**src/rtl/uart_pkg.sv**
```systemverilog
// Shared UART definitions: receiver/transmitter state encoding, frame width and baud divider math.
// Pure declarations; no latency. No backpressure.
// Used by uart_rx_os now and by the planned uart_tx.
package uart_pkg;

    typedef enum logic [2:0] {
        WAIT_IDLE = 3'd0,
        IDLE      = 3'd1,
        START     = 3'd2,
        DATA      = 3'd3,
        STOP      = 3'd4
    } uart_state_t;

    localparam int DATA_BITS = 8;

    // clk cycles per sample tick, rounded to nearest and never below 1
    function automatic int div_calc(input int clk_hz, input int baud, input int os);
        longint den;
        longint d;
        den = longint'(baud) * longint'(os);
        d   = (longint'(clk_hz) + den / 2) / den;
        return (d < 1) ? 1 : int'(d);
    endfunction

endpackage

```
**src/rtl/uart_baud_tick.sv**
```systemverilog
// Sample-tick generator: one-clk tick every DIV clk cycles; clr re-zeroes the phase.
// Latency: tick asserts DIV-1 cycles after clr (every cycle when DIV=1).
// No backpressure; free-running.
module uart_baud_tick #(
    parameter int DIV = 1
) (
    input  logic clk,
    input  logic rst,
    input  logic clr,
    output logic tick
);

    localparam int CW = (DIV > 1) ? $clog2(DIV) : 1;
    localparam logic [CW-1:0] CNT_LAST = CW'(DIV - 1);

    logic [CW-1:0] cnt;

    always_ff @(posedge clk or negedge rst) begin
        if (!rst) begin
            cnt <= '0;
        end else if (clr || cnt == CNT_LAST) begin
            cnt <= '0;
        end else begin
            cnt <= cnt + CW'(1);
        end
    end

    assign tick = (cnt == CNT_LAST);

endmodule

```
**src/rtl/uart_rx_os.sv**
```systemverilog
// Oversampling 8N1 UART receiver with 3-sample majority vote and start-glitch rejection.
// Latency: rx_ready one clk after the stop-bit majority point (~9.5 bit times + 3 clk from the falling edge).
// No backpressure: rx_ready/frame_err are single-clk strobes; a consumer must take rx_data on the strobe.
module uart_rx_os
    import uart_pkg::*;
#(
    parameter int CLK_HZ     = 50000000,
    parameter int BAUD       = 9600,
    parameter int OVERSAMPLE = 16
) (
    input  logic       clk,
    input  logic       rst,
    input  logic       rx,
    output logic [7:0] rx_data,
    output logic       rx_ready,
    output logic       frame_err,
    output logic       busy
);

    localparam int DIV = div_calc(CLK_HZ, BAUD, OVERSAMPLE);
    localparam int OSW = $clog2(OVERSAMPLE);

    localparam logic [OSW-1:0] OS_LAST = OSW'(OVERSAMPLE - 1);
    localparam logic [OSW-1:0] OS_S0   = OSW'(OVERSAMPLE / 2 - 1);
    localparam logic [OSW-1:0] OS_S1   = OSW'(OVERSAMPLE / 2);
    localparam logic [OSW-1:0] OS_MAJ  = OSW'(OVERSAMPLE / 2 + 1);
    localparam logic [2:0]     BIT_LAST = 3'(DATA_BITS - 1);

    uart_state_t state, state_n;

    logic                 rx_m, rx_s, rx_d;
    logic [OSW-1:0]       os_cnt, os_n;
    logic [2:0]           bit_idx, bit_n;
    logic                 s0, s0_n, s1, s1_n;
    logic [DATA_BITS-1:0] shreg, sh_n;
    logic [7:0]           data_n;
    logic                 rdy_n, err_n;
    logic                 tick, tick_clr;
    logic                 maj, at_mid, at_last, fall;

    uart_baud_tick #(
        .DIV (DIV)
    ) u_tick (
        .clk  (clk),
        .rst  (rst),
        .clr  (tick_clr),
        .tick (tick)
    );

    // Synchronizer resets to the idle level so reset release never looks like a start edge
    always_ff @(posedge clk or negedge rst) begin
        if (!rst) begin
            rx_m <= 1'b1;
            rx_s <= 1'b1;
            rx_d <= 1'b1;
        end else begin
            rx_m <= rx;
            rx_s <= rx_m;
            rx_d <= rx_s;
        end
    end

    assign fall    = rx_d & ~rx_s;
    assign at_mid  = tick && (os_cnt == OS_MAJ);
    assign at_last = tick && (os_cnt == OS_LAST);
    // Third sample is the live rx_s at the evaluation point
    assign maj     = (s0 & s1) | (s0 & rx_s) | (s1 & rx_s);

    always_ff @(posedge clk or negedge rst) begin
        if (!rst) begin
            state     <= WAIT_IDLE;
            os_cnt    <= '0;
            bit_idx   <= '0;
            s0        <= 1'b0;
            s1        <= 1'b0;
            shreg     <= '0;
            rx_data   <= '0;
            rx_ready  <= 1'b0;
            frame_err <= 1'b0;
        end else begin
            state     <= state_n;
            os_cnt    <= os_n;
            bit_idx   <= bit_n;
            s0        <= s0_n;
            s1        <= s1_n;
            shreg     <= sh_n;
            rx_data   <= data_n;
            rx_ready  <= rdy_n;
            frame_err <= err_n;
        end
    end

    always_comb begin
        state_n  = state;
        os_n     = os_cnt;
        bit_n    = bit_idx;
        s0_n     = s0;
        s1_n     = s1;
        sh_n     = shreg;
        data_n   = rx_data;
        rdy_n    = 1'b0;
        err_n    = 1'b0;
        tick_clr = 1'b0;

        if (tick && os_cnt == OS_S0) s0_n = rx_s;
        if (tick && os_cnt == OS_S1) s1_n = rx_s;

        case (state)
            WAIT_IDLE: begin
                // os_cnt doubles as the consecutive-high tick counter here
                if (!rx_s) begin
                    os_n = '0;
                end else if (tick) begin
                    if (os_cnt == OS_LAST) begin
                        os_n    = '0;
                        state_n = IDLE;
                    end else begin
                        os_n = os_cnt + OSW'(1);
                    end
                end
            end
            IDLE: begin
                os_n = '0;
                if (fall) begin
                    state_n  = START;
                    tick_clr = 1'b1;
                end
            end
            START: begin
                if (tick) os_n = at_last ? '0 : os_cnt + OSW'(1);
                if (at_mid && maj) begin
                    state_n = IDLE;
                    os_n    = '0;
                end else if (at_last) begin
                    state_n = DATA;
                    bit_n   = '0;
                end
            end
            DATA: begin
                if (tick) os_n = at_last ? '0 : os_cnt + OSW'(1);
                if (at_mid) sh_n = {maj, shreg[DATA_BITS-1:1]};
                if (at_last) begin
                    if (bit_idx == BIT_LAST) begin
                        state_n = STOP;
                    end else begin
                        bit_n = bit_idx + 3'd1;
                    end
                end
            end
            STOP: begin
                if (tick) os_n = os_cnt + OSW'(1);
                // Decide at the stop-bit midpoint so a back-to-back start edge is caught in IDLE
                if (at_mid) begin
                    os_n = '0;
                    if (maj) begin
                        data_n  = shreg;
                        rdy_n   = 1'b1;
                        state_n = IDLE;
                    end else begin
                        err_n   = 1'b1;
                        state_n = WAIT_IDLE;
                    end
                end
            end
            default: begin
                state_n = WAIT_IDLE;
                os_n    = '0;
            end
        endcase
    end

    assign busy = (state == START) || (state == DATA) || (state == STOP);

endmodule

```
**config.mk**
```make
export PLATFORM = sky130hd
export DESIGN_NAME = uart_rx_os
export DESIGN_NICKNAME = d
export VERILOG_FILES = /design/src/rtl/uart_pkg.sv /design/src/rtl/uart_baud_tick.sv /design/src/rtl/uart_rx_os.sv
export SDC_FILE = /design/constraint.sdc
export NUM_CORES = 1
export LEC_CHECK = 0
export CAP_MARGIN = 15
export CORE_ASPECT_RATIO = 0.7
export CORE_MARGIN = 2
export CORE_UTILIZATION = 43
export DETAILED_ROUTE_END_ITERATION = 16
export HOLD_SLACK_MARGIN = 0.05
export SETUP_SLACK_MARGIN = 0.2
export SLEW_MARGIN = 40
export SYNTH_ARGS = -nofsm -noshare
export SYNTH_HDL_FRONTEND = slang
export SYNTH_SLANG_ARGS = --single-unit
```
**constraint.sdc**
```tcl
create_clock -name clk -period 4.1 [get_ports clk]
set_input_delay 0.615 -clock clk [delete_from_list [all_inputs] [get_ports clk]]
set_output_delay 0.615 -clock clk [all_outputs]
set_load 0.05 [all_outputs]
```
# ---- Word level (Yosys, flattened, before mapping)
# Cells that the tools add are included.
dict set report word_totals {
  reg_bits 42
  out_inout_bits 11
  in_bits 3
}
dict set report op_classes {
  n_addsub 3
  bitwise 7
  muxes 34
  reduce_logical 15
  eq_ne 23
}
# cell n
set ops {}
lappend ops {{3-bit 2-to-1 mux} 13}
lappend ops {{4-bit 2-to-1 mux} 8}
lappend ops {{2-bit inequality test (second input constant)} 10}
lappend ops {{4-bit case mux with 4 select lines} 1}
lappend ops {{3-bit case mux with 5 select lines} 1}
lappend ops {{4-bit equality test (second input constant)} 3}
lappend ops {{9-bit by 1-bit adder with 9-bit output (second input constant)} 1}
lappend ops {{9-bit equality test (second input constant)} 1}
lappend ops {{1-bit 2-to-1 mux} 9}
lappend ops {{9-bit 2-to-1 mux} 1}
lappend ops {{3-bit inequality test (second input constant)} 3}
lappend ops {{8-bit AND reduction} 1}
lappend ops {{3-bit by 2-bit equality test with 1-bit output (second input constant)} 2}
lappend ops {{3-bit equality test (second input constant)} 2}
lappend ops {{3-bit case mux with 2 select lines} 1}
lappend ops {{1-bit logical AND} 5}
lappend ops {{5-bit AND reduction} 1}
lappend ops {{4-bit by 1-bit adder with 4-bit output (second input constant)} 1}
lappend ops {{1-bit bitwise AND} 4}
lappend ops {{4-bit by 3-bit equality test with 1-bit output (second input constant)} 1}
lappend ops {{2-bit AND reduction} 2}
lappend ops {{3-bit by 1-bit adder with 3-bit output (second input constant)} 1}
lappend ops {{3-bit by 1-bit equality test with 1-bit output (second input constant)} 1}
lappend ops {{3-bit logical NOT} 1}
lappend ops {{other kinds (5)} 8}

# ---- Logic depth before layout (Yosys ltp)
# Gate-level depths: netlist (run 1).
dict set report logic_depth {
  word_depth 6
  mapped_depth 8
}

# ---- Cells and area by module
# A second synthesis (run 1) with hierarchy kept.
dict set report hier_totals {
  hier_cells 194
  area_unflattened_um2 2212.1
}
# mod cells_each area_per_inst_um2 instances
set modules_own_cells {}
lappend modules_own_cells {uart_rx_os 149 1746.7 1}
lappend modules_own_cells {uart_baud_tick 45 465.4 1}

# ---- Worst setup path after synthesis (run 1)
# Ideal clock, no wire load.
dict set report synth_path {
  kind {reg-to-reg}
  startpoint {reg u_tick.cnt[1]}
  endpoint {reg rx_data[0]}
  path_stages_with_launch 7
  n_path_buf 0
  synth_period_minus_slack_ns 1.938
  slack_ns 2.162
  setup_ns 0.125
  arrival_ns 1.813
  path_cell_list {dfrtp_1 inv_1 ha_1 and4bb_4 nand2_4 nor4_4 mux2_2}
}
dict set report synth_between {
  elab_chain_cells 3
}
# element line_no
set synth_rtl {}
lappend synth_rtl {{from (decl)} uart_baud_tick.sv:16} ;# logic [CW-1:0] cnt;
lappend synth_rtl {{from (signal assigned)} uart_baud_tick.sv:24} ;# cnt <= cnt + CW'(1);
lappend synth_rtl {{9-bit equality test} uart_baud_tick.sv:28} ;# assign tick = (cnt == CNT_LAST);
lappend synth_rtl {{1-bit logical AND} uart_rx_os.sv:64} ;# assign at_mid = tick && (os_cnt == OS_MAJ);
lappend synth_rtl {{3-bit AND reduction (no source line)} --}
lappend synth_rtl {{to (signal assigned)} uart_rx_os.sv:87} ;# rx_data <= data_n;
lappend synth_rtl {{to (decl)} uart_rx_os.sv:14} ;# output logic [7:0] rx_data,
# No other way between the ends.
# A chain may end at the register's enable or synchronous reset.

# ---- Worst setup path in the final report (run 1)
dict set report layout_path {
  startpoint {reg state[0]}
  endpoint {out busy}
}
dict set report layout_between {
  elab_chain_cells 3
  elab_cells_between_ends 5
}
# element line_no
set layout_rtl {}
lappend layout_rtl {{from (decl)} uart_rx_os.sv:29} ;# uart_state_t state, state_n;
lappend layout_rtl {{from (signal assigned)} uart_rx_os.sv:81} ;# state <= state_n;
lappend layout_rtl {{3-bit by 2-bit equality test with 1-bit output} uart_rx_os.sv:172} ;# assign busy = (state == START) || (state == DATA) || (state == STOP);
lappend layout_rtl {{1-bit logical OR} uart_rx_os.sv:172}
lappend layout_rtl {{1-bit logical OR *} uart_rx_os.sv:172}
lappend layout_rtl {{to (decl)} uart_rx_os.sv:17} ;# output logic busy
# Mark *: on every way between the ends. The rest lies on a longest branch, timed or not.

==> results of run 1 <==
[flip-flops by register name (all words and copies together), names as in the netlist]
register and cells:
u_tick.cnt 9, rx_data 8, shreg 8, os_cnt 4
bit_idx 3, state 3, frame_err 1, rx_d 1
rx_m 1, rx_ready 1, rx_s 1, s0 1
s1 1
[power by group through the flow]
stage / combinational, mW / clock, mW / sequential (mW)
after global placement: 0.0485 / 0 / 0.444
final: 0.0490 / 0.328 / 0.436
after floorplan: 0.0340 / 0 / 0.438
after global routing: 0.0553 / 0.360 / 0.438
after CTS: 0.0495 / 0.336 / 0.436
after detailed placement: 0.0496 / 0 / 0.444
[worst max path at each step]
| stage | cells after the start | slack (ps) | endpoint |
|---|---|---|---|
| 6_report | 4 | 1240 | busy |
| 3_3_place_gp | 4 | 1660 | busy |
| 3_5_place_dp | 4 | 1590 | busy |
| 4_1_cts | 4 | 1270 | busy |
| 5_1_grt | 4 | 1120 | busy |
| 2_1_floorplan | 6 | 2160 | rx_data[0] |
[kinds of logic after synthesis]
kind of cell / after synthesis / synth area share, %
xor gates and xnor gates: 9 / 3.79
adders and majority gates: 7 / 4.21
buffers and inverters: 12 / 2.23
muxes: 18 / 9.75
DFF: 42 / 50.7
AOI/OAI and AO/OA: 33 / 11.9
and+or+nand+nor: 65 / 17.4
[cells in the final DEF, fill, tap and decap left out, types with 2 or more instances in the layout]
cell                              Yosys  layout
sky130_fd_sc_hd__nand4_1              6       6
sky130_fd_sc_hd__a21oi_1              4       4
sky130_fd_sc_hd__xnor2_1              2       2
sky130_fd_sc_hd__and2_1               3       3
sky130_fd_sc_hd__nand3_1              7       7
sky130_fd_sc_hd__dfrtp_1             39      39
sky130_fd_sc_hd__nor2b_1              2       2
sky130_fd_sc_hd__and3_1               4       4
sky130_fd_sc_hd__a41o_1               2       2
sky130_fd_sc_hd__o21ai_0              5       5
sky130_fd_sc_hd__a22o_1               7       7
sky130_fd_sc_hd__inv_1                5       5
sky130_fd_sc_hd__mux2_2              18      18
sky130_fd_sc_hd__nor2_1              17      17
sky130_fd_sc_hd__nor3_1               4       4
sky130_fd_sc_hd__clkbuf_8             0       5
sky130_fd_sc_hd__o21a_1               2       2
sky130_fd_sc_hd__a31oi_1              2       2
sky130_fd_sc_hd__nor4_1               2       2
sky130_fd_sc_hd__a211oi_1             2       2
sky130_fd_sc_hd__xor2_1               7       7
sky130_fd_sc_hd__nand2_1             12      12
sky130_fd_sc_hd__ha_1                 7       7
sky130_fd_sc_hd__clkdlybuf4s50_1      0      12
sky130_fd_sc_hd__dfstp_2              3       3
[layout make-up]
type                            count  area share (%)
Inverter                            5           0.795
Tap cell                           57            3.02
Clock inverter                      2            1.59
Timing Repair Buffer               13            5.41
Multi-Input combinational cell    132            41.4
Sequential cell                    42            44.7
Clock buffer                        6            3.07
[per-layer routing]
layer / track usage [%] / share of wire [%]
met1: 24.5 / 49
met2: 22.5 / 43
met3: 4.65 / 6.5
met4: 6.35 / 1.1
met5: 0 / 0
[critical path, stage by stage (launching register included)]
cell                              delay [ps]
sky130_fd_sc_hd__dfrtp_1                 540
sky130_fd_sc_hd__nor2_1                  270
sky130_fd_sc_hd__nand2_1                 210
sky130_fd_sc_hd__nand2_1                 130
sky130_fd_sc_hd__clkdlybuf4s50_1         810
==> insert_results.sql, run 1 <==
INSERT INTO impl_metrics (metric_group, metric, value, unit) VALUES
('routing', 'detail_route.wl_per_cell', '15.4', 'µm'),
('critical_path', 'crit_path_end_kind', 'output pin', ''),
('run_status', 'outcome', 'completed', ''),
('finish', 'num-fill-cells', '423', ''),
('routing', 'drt-initial-drc-count', '185', ''),
('critical_path', 'worstRegToRegCells', '4', ''),
('power', 'power_density', '344', 'nW/µm²'),
('power', 'p_seq_share', '53.7', '%'),
('clocking', 'postCtsResizedCells', '0', ''),
('placement', 'placedInstanceArea', '2250', 'µm²'),
('synthesis', 'most_frequent_cells_after_synthesis', 'sky130_fd_sc_hd__dfrtp_1, sky130_fd_sc_hd__mux2_2, sky130_fd_sc_hd__nor2_1', ''),
('routing', 'drc', '0', ''),
('synthesis', 'sequential_element_share_of_the_synthesized_area', '50.7', '%'),
('synthesis', 'ys_warn_count', '0', ''),
('critical_path', 'setup.worst_path.class', 'flip-flop to output pin', ''),
('placement', 'detailedPlace.worstSlack', '1590', 'ps'),
('timing', 'rsz0062_at_grt', 'no', ''),
('power', 'power.switching', '189', 'µW'),
('synthesis', 'netlist_area', '2080', 'µm²'),
('job', 'max_cap_violations', '0', ''),
('finish', 'finish.cell_count_without_fillers', '257', ''),
('critical_path', 'critical_path.reg2reg.startpoint', 'state[0]', ''),
('clocking', 'path_clk_slew', '80', 'ps'),
('routing', 'antenna_nets_post_route', '0', ''),
('floorplan', 'core_area', '4730', 'µm²'),
('synthesis', 'synth_most_common_cell', 'sky130_fd_sc_hd__dfrtp_1', ''),
('synthesis', 'post_synth_inst_count', '186', ''),
('finish', 'net_count_of_the_finished_layout', '209', ''),
('synthesis', 'async_reset_ff_share', '100', '%'),
('routing', 'dr_total_vias', '1504', ''),
('grt', 'grt_max_degree', '43', ''),
('critical_path', 'worstPathArrival', '2240', 'ps'),
('timing', 'timing.slew.headroom', '53.2', '%'),
('synthesis', 'synthDominantCellAreaShare', '46.9', '%'),
('critical_path', 'startpoint_types', 'flip-flop', ''),
('finish', 'drive_above_1_share', '16.5', '%'),
('floorplan', 'initial_utilization', '44.0', '%'),
('power', 'internal_power', '625', 'µW'),
('clocking', 'cts.root.buffer_cell', 'sky130_fd_sc_hd__clkbuf_8', ''),
('clocking', 'cts_buffer_depth', '2', ''),
('clocking', 'post_cts_setup_buffer_count', '0', ''),
('synthesis', 'postSynthAreaPerCell', '11.2', 'µm²'),
('critical_path', 'r2r_setup_slack', '1870', 'ps'),
('finish', 'layout-area-overhead-vs-synth', '13.5', '%'),
('timing', 'finalWorstPathRequiredPeriod', '2860', 'ps'),
('critical_path', 'setup.worst_path.start', 'state[0]', ''),
('timing', 'slew_viol_final', '0', ''),
('power', 'leakagePower', '1.11', 'nW'),
('power', 'switching_share', '23.2', '%'),
('critical_path', 'cp.required', '3480', 'ps'),
('synthesis', 'ys_seq_elements', '42', ''),
('synthesis', 'synth.net_count', '196', ''),
('synthesis', 'netlist.top_cell.by_area', 'sky130_fd_sc_hd__dfrtp_1', ''),
('clocking', 'cts.hold.buffers_added', '0', ''),
('placement', 'post-dp-hpwl', '2730', 'µm'),
('finish', 'num_antenna_cells', '0', ''),
('grt', 'antenna_found_initial', '0', ''),
('floorplan', 'die_h', '62.2', 'µm'),
('placement', 'port_buffers', '13', ''),
('finish', 'multi_input_gate_area_in_the_final_layout', '978', 'µm²'),
('placement', 'gp_congestion', '0.857', ''),
('power', 'p_comb_share', '6.0', '%'),
('timing', 'final-hold-violation-count', '0', ''),
('placement', 'dp_cells', '249', ''),
('clocking', 'cts_tree', 'built', ''),
('timing', 'clock_skew', '6.73', 'ps'),
('timing', 'min_period_over_period', '69.6', '%'),
('floorplan', 'pin_count', '14', ''),
('floorplan', 'fp.dieW', '87.1', 'µm'),
('timing', 'worstMarginPinSlew', '697', 'ps'),
('routing', 'detailedRoute.firstPassIterationCount', '5', '');
(Power assumes the default switching activity.)
==> run 2, diff against run 1 <==
Clock period 4.1 ns to 2.9 ns, I/O delays scaled along.
==> run 2 against run 1 <==
  * Flip-flop and latch count unchanged
  * Die area unchanged
  * Routed wire length grew 2.5%
  * First-iteration DRC count up 11%
  * Sequential share of layout area is 0.48 points higher
  * Non-clock buffer count did not move
  * Critical endpoint unchanged
  * Largest power group unchanged
  * Highest routed layer unchanged
==> insert_results.sql, run 2 (synthesized netlist as in run 1, its figures left out) <==
INSERT INTO impl_metrics (metric_group, metric, value, unit) VALUES
('floorplan', 'fp.dieArea', '5420', 'µm²'),
('placement', 'post-dp-hpwl', '2880', 'µm'),
('grt', 'grt_max_degree', '43', ''),
('grt', 'grt_pass1_wl', '7020', 'µm'),
('finish', 'num_antenna_cells', '0', ''),
('clocking', 'cts.hold.buffers_added', '0', ''),
('finish', 'layout-area-overhead-vs-synth', '12.3', '%'),
('placement', 'gp_congestion', '0.870', ''),
('routing', 'antenna_nets_post_route', '0', ''),
('routing', 'detail_route.wl_per_cell', '15.8', 'µm'),
('critical_path', 'cp.required', '2470', 'ps'),
('timing', 'worstMarginPinSlew', '699', 'ps'),
('grt', 'antenna_found_initial', '0', ''),
('critical_path', 'crit_path_end_kind', 'output pin', ''),
('routing', 'dr_total_vias', '1556', ''),
('floorplan', 'fp-row-count', '21', ''),
('timing', 'fmax', '409', 'MHz'),
('finish', 'final_common_cell', 'sky130_fd_sc_hd__dfrtp_1', ''),
('grt', 'overflow', '0', ''),
('timing', 'finalWorstPathRequiredPeriod', '2440', 'ps'),
('timing', 'min_period_over_period', '84.3', '%'),
('routing', 'routed_wirelength', '4070', 'µm'),
('clocking', 'cts_buffer_depth', '2', ''),
('finish', 'top_register', 'u_tick.cnt', ''),
('critical_path', 'critPathMostFrequentCell', 'sky130_fd_sc_hd__nand2_1', ''),
('hold_path', 'kind_of_path_behind_the_tightest_hold_check', 'primary input to async pin', ''),
('clocking', 'clock_insertion_delay_at_the_later_pin_of_the_skew_report', '290', 'ps'),
('floorplan', 'die_h', '62.2', 'µm'),
('finish', 'largest_register_ff_count', '9', ''),
('routing', 'drt-initial-drc-count', '206', ''),
('finish', 'drive_above_1_share', '16.5', '%'),
('job', 'max_cap_violations', '0', ''),
('placement', 'port_buffers', '13', ''),
('timing', 'rsz0062_at_grt', 'no', ''),
('clocking', 'path_clk_slew', '70', 'ps'),
('critical_path', 'setup.worst_path.class', 'flip-flop to output pin', ''),
('floorplan', 'pin_count', '14', ''),
('critical_path', 'timing.critical_path.buf_inv', '1', ''),
('floorplan', 'fp.dieW', '87.1', 'µm'),
('critical_path', 'worstPathArrival', '2010', 'ps'),
('timing', 'final-hold-violation-count', '0', ''),
('critical_path', 'regToRegEndpoint', 'rx_data[3]', ''),
('critical_path', 'worst_path_largest_cell_delay', '540', 'ps'),
('finish', 'num-fill-cells', '413', ''),
('placement', 'detailedPlace.worstSlack', '526', 'ps'),
('finish', 'finish.instance_area', '2340', 'µm²'),
('grt', 'combined_global_route_utilization_of_all_metal_layers', '16.5', '%'),
('critical_path', 'crit_path_top_delay_cell', 'sky130_fd_sc_hd__dfrtp_1', ''),
('critical_path', 'critical_path_depth', '4', ''),
('power', 'vdd.ir_drop.worst', '0.301', 'mV'),
('finish', 'layout.cells.most_common_list', 'sky130_fd_sc_hd__dfrtp_1, sky130_fd_sc_hd__mux2_2, sky130_fd_sc_hd__nor2_1', ''),
('finish', 'multi_input_gate_area_in_the_final_layout', '978', 'µm²'),
('clocking', 'total_cts_buffers', '5', ''),
('critical_path', 'crit_chain', 'nor2_1 -> nand2_1 -> nand2_1 -> dlygate4sd2_1', ''),
('timing', 'clock_skew', '5.08', 'ps'),
('critical_path', 'worstRegToRegCells', '4', ''),
('placement', 'placedInstanceArea', '2250', 'µm²'),
('timing', 'final.setup.worst_slack', '456', 'ps'),
('clocking', 'cts_tree', 'built', ''),
('critical_path', 'startpoint_types', 'flip-flop', ''),
('clocking', 'clock_sink_count', '42', ''),
('floorplan', 'initial_utilization', '44.0', '%'),
('power', 'leakagePower', '1.11', 'nW'),
('critical_path', 'r2r_setup_slack', '640', 'ps'),
('finish', 'register_area', '1050', 'µm²'),
('clocking', 'cts.root.buffer_cell', 'sky130_fd_sc_hd__clkbuf_8', ''),
('timing', 'fin_setup_tns', '0', 'ps'),
('grt', 'vias_in_the_first_global_route', '1524', ''),
('critical_path', 'setup.worst_path.start', 'state[0]', ''),
('critical_path', 'critical_path.reg2reg.startpoint', 'state[0]', ''),
('run_status', 'outcome', 'completed', ''),
('power', 'power_density', '449', 'nW/µm²'),
('timing', 'slew_viol_final', '0', ''),
('routing', 'drc', '0', ''),
('routing', 'detailedRoute.firstPassIterationCount', '5', ''),
('routing', 'dr_vias_cell', '6.05', ''),
('critical_path', 'crit_fanout', '15', ''),
('timing', 'setup_viol', '0', ''),
('timing', 'timing.slew.headroom', '53.1', '%'),
('critical_path', 'path_delay_family', 'simple AND/OR/NAND/NOR gates', ''),
('finish', 'reg.largest.list', 'u_tick.cnt (9), rx_data (8), shreg (8)', ''),
('clocking', 'htree_num_levels', '2', ''),
('critical_path', 'worstSetupEndpoint', 'busy', ''),
('floorplan', 'core_area', '4730', 'µm²'),
('finish', 'net_count_of_the_finished_layout', '209', '');
==> run 2: stage by stage <==
step	power [mW]	cells	hold slack [ps]	utilization [%]
6_report	1.05	257	102	49.4
5_1_grt	1.10	257	161	49.4
4_1_cts	1.06	257	132	49.4
3_5_place_dp	0.696	249	349	47.6
3_3_place_gp	0.695	249	346	47.5
2_1_floorplan	0.667	186	139	-
==> run 2: worst min path at each step <==
stage,slack (ps),to,from,cells past startpoint
after floorplan,140,bit_idx[0],rst,0
after global placement,350,rx_s,rx_m,0
after detailed placement,350,rx_s,rx_m,0
after CTS,130,os_cnt[3],rst,1
after global routing,160,os_cnt[2],rst,1
final,100,bit_idx[0],rst,1
==> run 2: area by class of cell <==
class                      count  share of cell area (%)
clock buffer                   6                    3.11
tap                           57                    3.05
inverter                       5                   0.803
sequential                    42                    45.2
multi-input combinational    132                    41.9
clock inverter                 2                   0.589
timing repair buffer          13                    5.41
==> run 2: what timing repair did <==
item                                    in CTS  in global routing
hold endpoints to repair                     0                  0
endpoints found under the setup margin       1                  0
resized for setup                            1                  0
buffers inserted                             0                  0
==> run 2: layer usage <==
metal  vias up  global-route usage [%]  wire (µm)
li1        708                       -          -
met1       765                    22.9       1920
met2        67                    23.6       1740
met3        16                    5.32        314
met4         0                    7.69         92
met5         -                       0          0
==> run 2: power breakdown <==
group	total, mW	switching (mW)	internal (mW)
Combinational	0.0694	0.0405	0.0290
Clock	0.364	0.194	0.170
Sequential	0.616	0.0183	0.597
==> variant 1, RTL diff (flow settings as in run 1) <==
`shreg` and `rx_data` no longer have a reset.
--- a/src/rtl/uart_rx_os.sv
+++ b/src/rtl/uart_rx_os.sv
@@ -73,8 +73,6 @@
             bit_idx   <= '0;
             s0        <= 1'b0;
             s1        <= 1'b0;
-            shreg     <= '0;
-            rx_data   <= '0;
             rx_ready  <= 1'b0;
             frame_err <= 1'b0;
         end else begin
@@ -83,11 +81,14 @@
             bit_idx   <= bit_n;
             s0        <= s0_n;
             s1        <= s1_n;
-            shreg     <= sh_n;
-            rx_data   <= data_n;
             rx_ready  <= rdy_n;
             frame_err <= err_n;
         end
+    end
+
+    always_ff @(posedge clk) begin
+        shreg   <= sh_n;
+        rx_data <= data_n;
     end
 
     always_comb begin
Formal check against the unedited RTL: no difference found for any inputs over 10 cycles, from zero or initial values and one cycle with rst low; that may be too few to reach the edited logic, so the function may still have changed.
==> variant 1 against run 1 <==
Sequential share of layout area rose by 2.3 points. Largest power group unchanged. Area after synthesis up 3.1%. Core utilization is 0.55 points higher. Worst setup slack got worse by 97 ps. Maximum frequency down 3.3%. Routed wire length up 11%. Total power fell by 9.5%. Global-route usage increased by 1.4 points. Design area grew 2.2%. Sequential cell count unchanged.
==> variant 1: results (changes against run 1) <==
[power]
ir_worst_vdd_mv = 0.133  ; -26%
p_leak_nw = 0.860  ; -23%

[setup_path]
r2r_slack_ps = 1840  ; -30 ps
timing.rr.end = os_cnt[1]$_DFFE_PN0P_
rr_worst_depth = 5  ; +1
crit_arrival_ps = 2340  ; +100 ps

[final_layout]
fill_cells = 432  ; +2.1%
layout-drive-gt1-share = 0.123  ; -0.0425

[placement]
dp_hpwl_um = 3200  ; +17%
gp_congestion = 0.885  ; +3.2%

[worst_hold_path]
hold_class = register to register

[logic_synthesis]
synth_edf_count = 16  ; +16
synth_compound_area_frac = 0.131  ; +0.0116
synth_xor_area_frac = 0.0368  ; -0.00113
synth.mux.area_fraction = 0.0315  ; -0.0659
ys_types = 48  ; +14%
synthTopCellsByCount = dfrtp_1, nor2_1, edfxtp_1
syn_nets = 200  ; +2.0%
ys_seq_area_frac = 0.529  ; +0.0223
synthAdderAreaFrac = 0.0473  ; +0.00517

[sta]
fin_skew_ps = 4.93  ; -1.80 ps
slew_headroom = 0.491  ; -0.0407

[grt]
grt_pass1_vias = 1550  ; +5.1%
grt_pass1_wl_um = 7590  ; +8.6%
grt_usage = 0.179  ; +0.0143
grt_max_degree = 25  ; -42%

[status]
status = finished, final reports clean

[route]
routed_wl_um = 4400  ; +11%
dr.pass1.iters = 4  ; -1

[variant 1: changes by cell type in the layout (fill, tap and decap cells not counted), sizes merged, moves of 3 or more]
cell	before	now
a2111oi	0	4
a22o	7	0
a31oi	2	5
and2	3	0
dfrtp	39	23
edfxtp	0	16
inv	5	8
mux2	18	5
xnor2	2	7
xor2	7	2
[variant 1: cell families (layout without fill, tap and decap cells)]
kind of cell | Yosys count | after routing
flip-flops | 42 | 42
AO/OA/AOI/OAI | 36 | 36
adder cells (fa/ha/maj) | 8 | 8
XOR/XNOR | 9 | 9
buffers and inverters | 17 | 31
multiplexers | 5 | 5
AND/OR/NAND/NOR | 73 | 73
[variant 1: final cells by class]
type	instances	share of cell area
Clock inverter	2	0.00363
Clock buffer	6	0.0301
Inverter	8	0.0124
Timing Repair Buffer	15	0.0601
Tap cell	69	0.0358
Multi-Input combinational cell	131	0.388
Sequential cell	42	0.470
[variant 1: worst max-delay path by stage]
stage                           endpoint  slack [ps]  cells after the start                     from
floorplan           rx_data[0]$_DFFE_PP_        1750                      6  u_tick.cnt[1]$_DFF_PN0_
global placement                    busy        1510                      3     state[1]$_DFFE_PN0P_
detailed placement                  busy        1500                      3     state[0]$_DFFE_PN0P_
CTS                                 busy        1170                      3     state[0]$_DFFE_PN0P_
global route                        busy        1070                      3     state[1]$_DFFE_PN0P_
finish                              busy        1150                      3     state[2]$_DFFE_PN0P_
[variant 1: through the flow]
stage                     cells  utilization  hold slack (ps)  total power, mW  area [µm²]
final                       273        0.505              357            0.736        2410
after global routing        273        0.505              362            0.770        2410
after CTS                   273        0.505              358            0.743        2410
after detailed placement    265        0.488              347            0.493        2330
after global placement      265        0.488              348            0.493        2330
after floorplan             190            -              319            0.477        2140
[variant 1: critical path, stage by stage, from the launching register on]
cell	delay, ps
dfrtp_1	600
or3b_2	540
nand2_1	100
clkdlybuf4s50_1	800
[variant 1: report_power, final]
group / internal, mW / switching (mW) / leakage, nW / total (mW)
clock: 0.117 / 0.134 / 0.0426 / 0.251
sequential: 0.439 / 0.00742 / 0.425 / 0.447
combinational: 0.0146 / 0.0230 / 0.392 / 0.0376
[variant 1: metal layers]
layer,track usage,routed length (µm),vias up,share of wire
met5,0,0,-,0
li1,-,-,731,-
met4,0.0587,65,0,0.015
met3,0.0550,355,9,0.081
met1,0.270,2160,765,0.49
met2,0.242,1820,64,0.41
==> variant 2, RTL diff (flow settings as in run 1) <==
Without the edit above. Set the parameter `BAUD` to 2400 (it was 9600).
--- a/src/rtl/uart_rx_os.sv
+++ b/src/rtl/uart_rx_os.sv
@@ -5,7 +5,7 @@
     import uart_pkg::*;
 #(
     parameter int CLK_HZ     = 50000000,
-    parameter int BAUD       = 9600,
+    parameter int BAUD       = 2400,
     parameter int OVERSAMPLE = 16
 ) (
     input  logic       clk,
Function: same outputs for any inputs over 10 cycles, from zero or initial values and one cycle with rst low; that may be too few to reach the edited logic, so the function may still have changed.
==> variant 2 against run 1 <==
Via count is 0.40% higher. Design area is 6.1% higher. Sequential share of layout area is 0.59 points lower. Register-to-register slack worse by 280 ps. Routed wire length is 2.0% higher. Area after synthesis is 5.7% higher. Final cell count is 8.2% higher. Worst setup slack better by 140 ps. Sequential cell count is 2 higher. Maximum frequency is 5.0% higher. Largest cell class unchanged. Highest routed layer unchanged.
Power is not compared: it rests on default switching activity, and its combinational part moved more than twofold at a synthesized area within 25%.
==> variant 2: results (changes against run 1) <==
[route]
dr.pass1.iters = 4  ; -1
vias = 1510  ; +0.40%
wl_met2_um = 1910  ; +11%
wl_met1_um = 1910  ; -1.7%

[status]
status = finished, final reports clean

[final_layout]
multi_input_area_mm2 = 0.00105  ; +6.9%
inverters = 4  ; -1
final-clk-cell-share = 0.0504  ; +0.00379
nFlopsAndLatches = 44  ; +4.8%
clockBufferCount = 7  ; +1
seqCellArea_mm2 = 0.00110  ; +4.7%
num_antenna_cells = 0  ; unchanged
multi_input_gates = 140  ; +6.1%
layout-drive-gt1-share = 0.172  ; +0.00725
nNonClkBuffers = 13  ; unchanged
fill_cells = 415  ; -1.9%
buf_share = 0.0509  ; -0.00313

[logic_synthesis]
synthTopCellsByCount = dfrtp_1, nor2_1, mux2_2
ys_types = 48  ; +14%
synthTopCellsByArea = dfrtp_1, mux2_2, ha_1
ys_seq_area_frac = 0.503  ; -0.00437

[setup_path]
timing.rr.end = rx_data[5]$_DFFE_PN0P_
crit_arrival_ps = 2100  ; -140 ps
rr_worst_depth = 6  ; +2
r2r_slack_ps = 1590  ; -280 ps
reg2reg_from = u_tick.cnt[1]$_DFF_PN0_

[grt]
grt_pass1_wl_um = 7310  ; +4.6%
grt_usage = 0.168  ; +0.00383
gr-usage-met1 = 0.234  ; -0.0105
met2_usage = 0.255  ; +0.0294

[sta]
fin_skew_ps = 4.44  ; -2.28 ps
slew_headroom = 0.633  ; +0.101

[worst_hold_path]
hold_class = input port to asynchronous set/reset pin

[placement]
dp_hpwl_um = 2830  ; +3.4%
gp_congestion = 0.860  ; +0.28%

[variant 2: kinds of logic after synthesis]
group                      synth area share
buffers and inverters                0.0211
muxes                                 0.117
adders and majority gates            0.0444
and+or+nand+nor                       0.192
AOI/OAI and AO/OA                    0.0871
DFF                                   0.503
xor gates and xnor gates             0.0359
[variant 2: where the power goes]
group | internal (mW) | total (mW) | leakage, nW | switching, mW
logic | 0.00252 | 0.0123 | 0.506 | 0.00975
registers | 0.436 | 0.438 | 0.590 | 0.00142
clock network | 0.215 | 0.361 | 0.0645 | 0.146
[variant 2: through the flow]
step	setup WS, ps	total power, mW	instances	instance area, µm²	hold WS [ps]
floorplan	1880	0.448	196	2200	319
global placement	1660	0.459	270	2380	349
detailed placement	1580	0.459	270	2380	350
CTS	1370	0.823	278	2510	317
global route	1260	0.852	278	2510	328
finish	1380	0.811	278	2510	296
[variant 2: critical path: cells and delay by family, from the launching register on]
family / cells / cell delay (ps)
flops: 1 / 510
buf+inv: 1 / 800
simple gates: 3 / 500
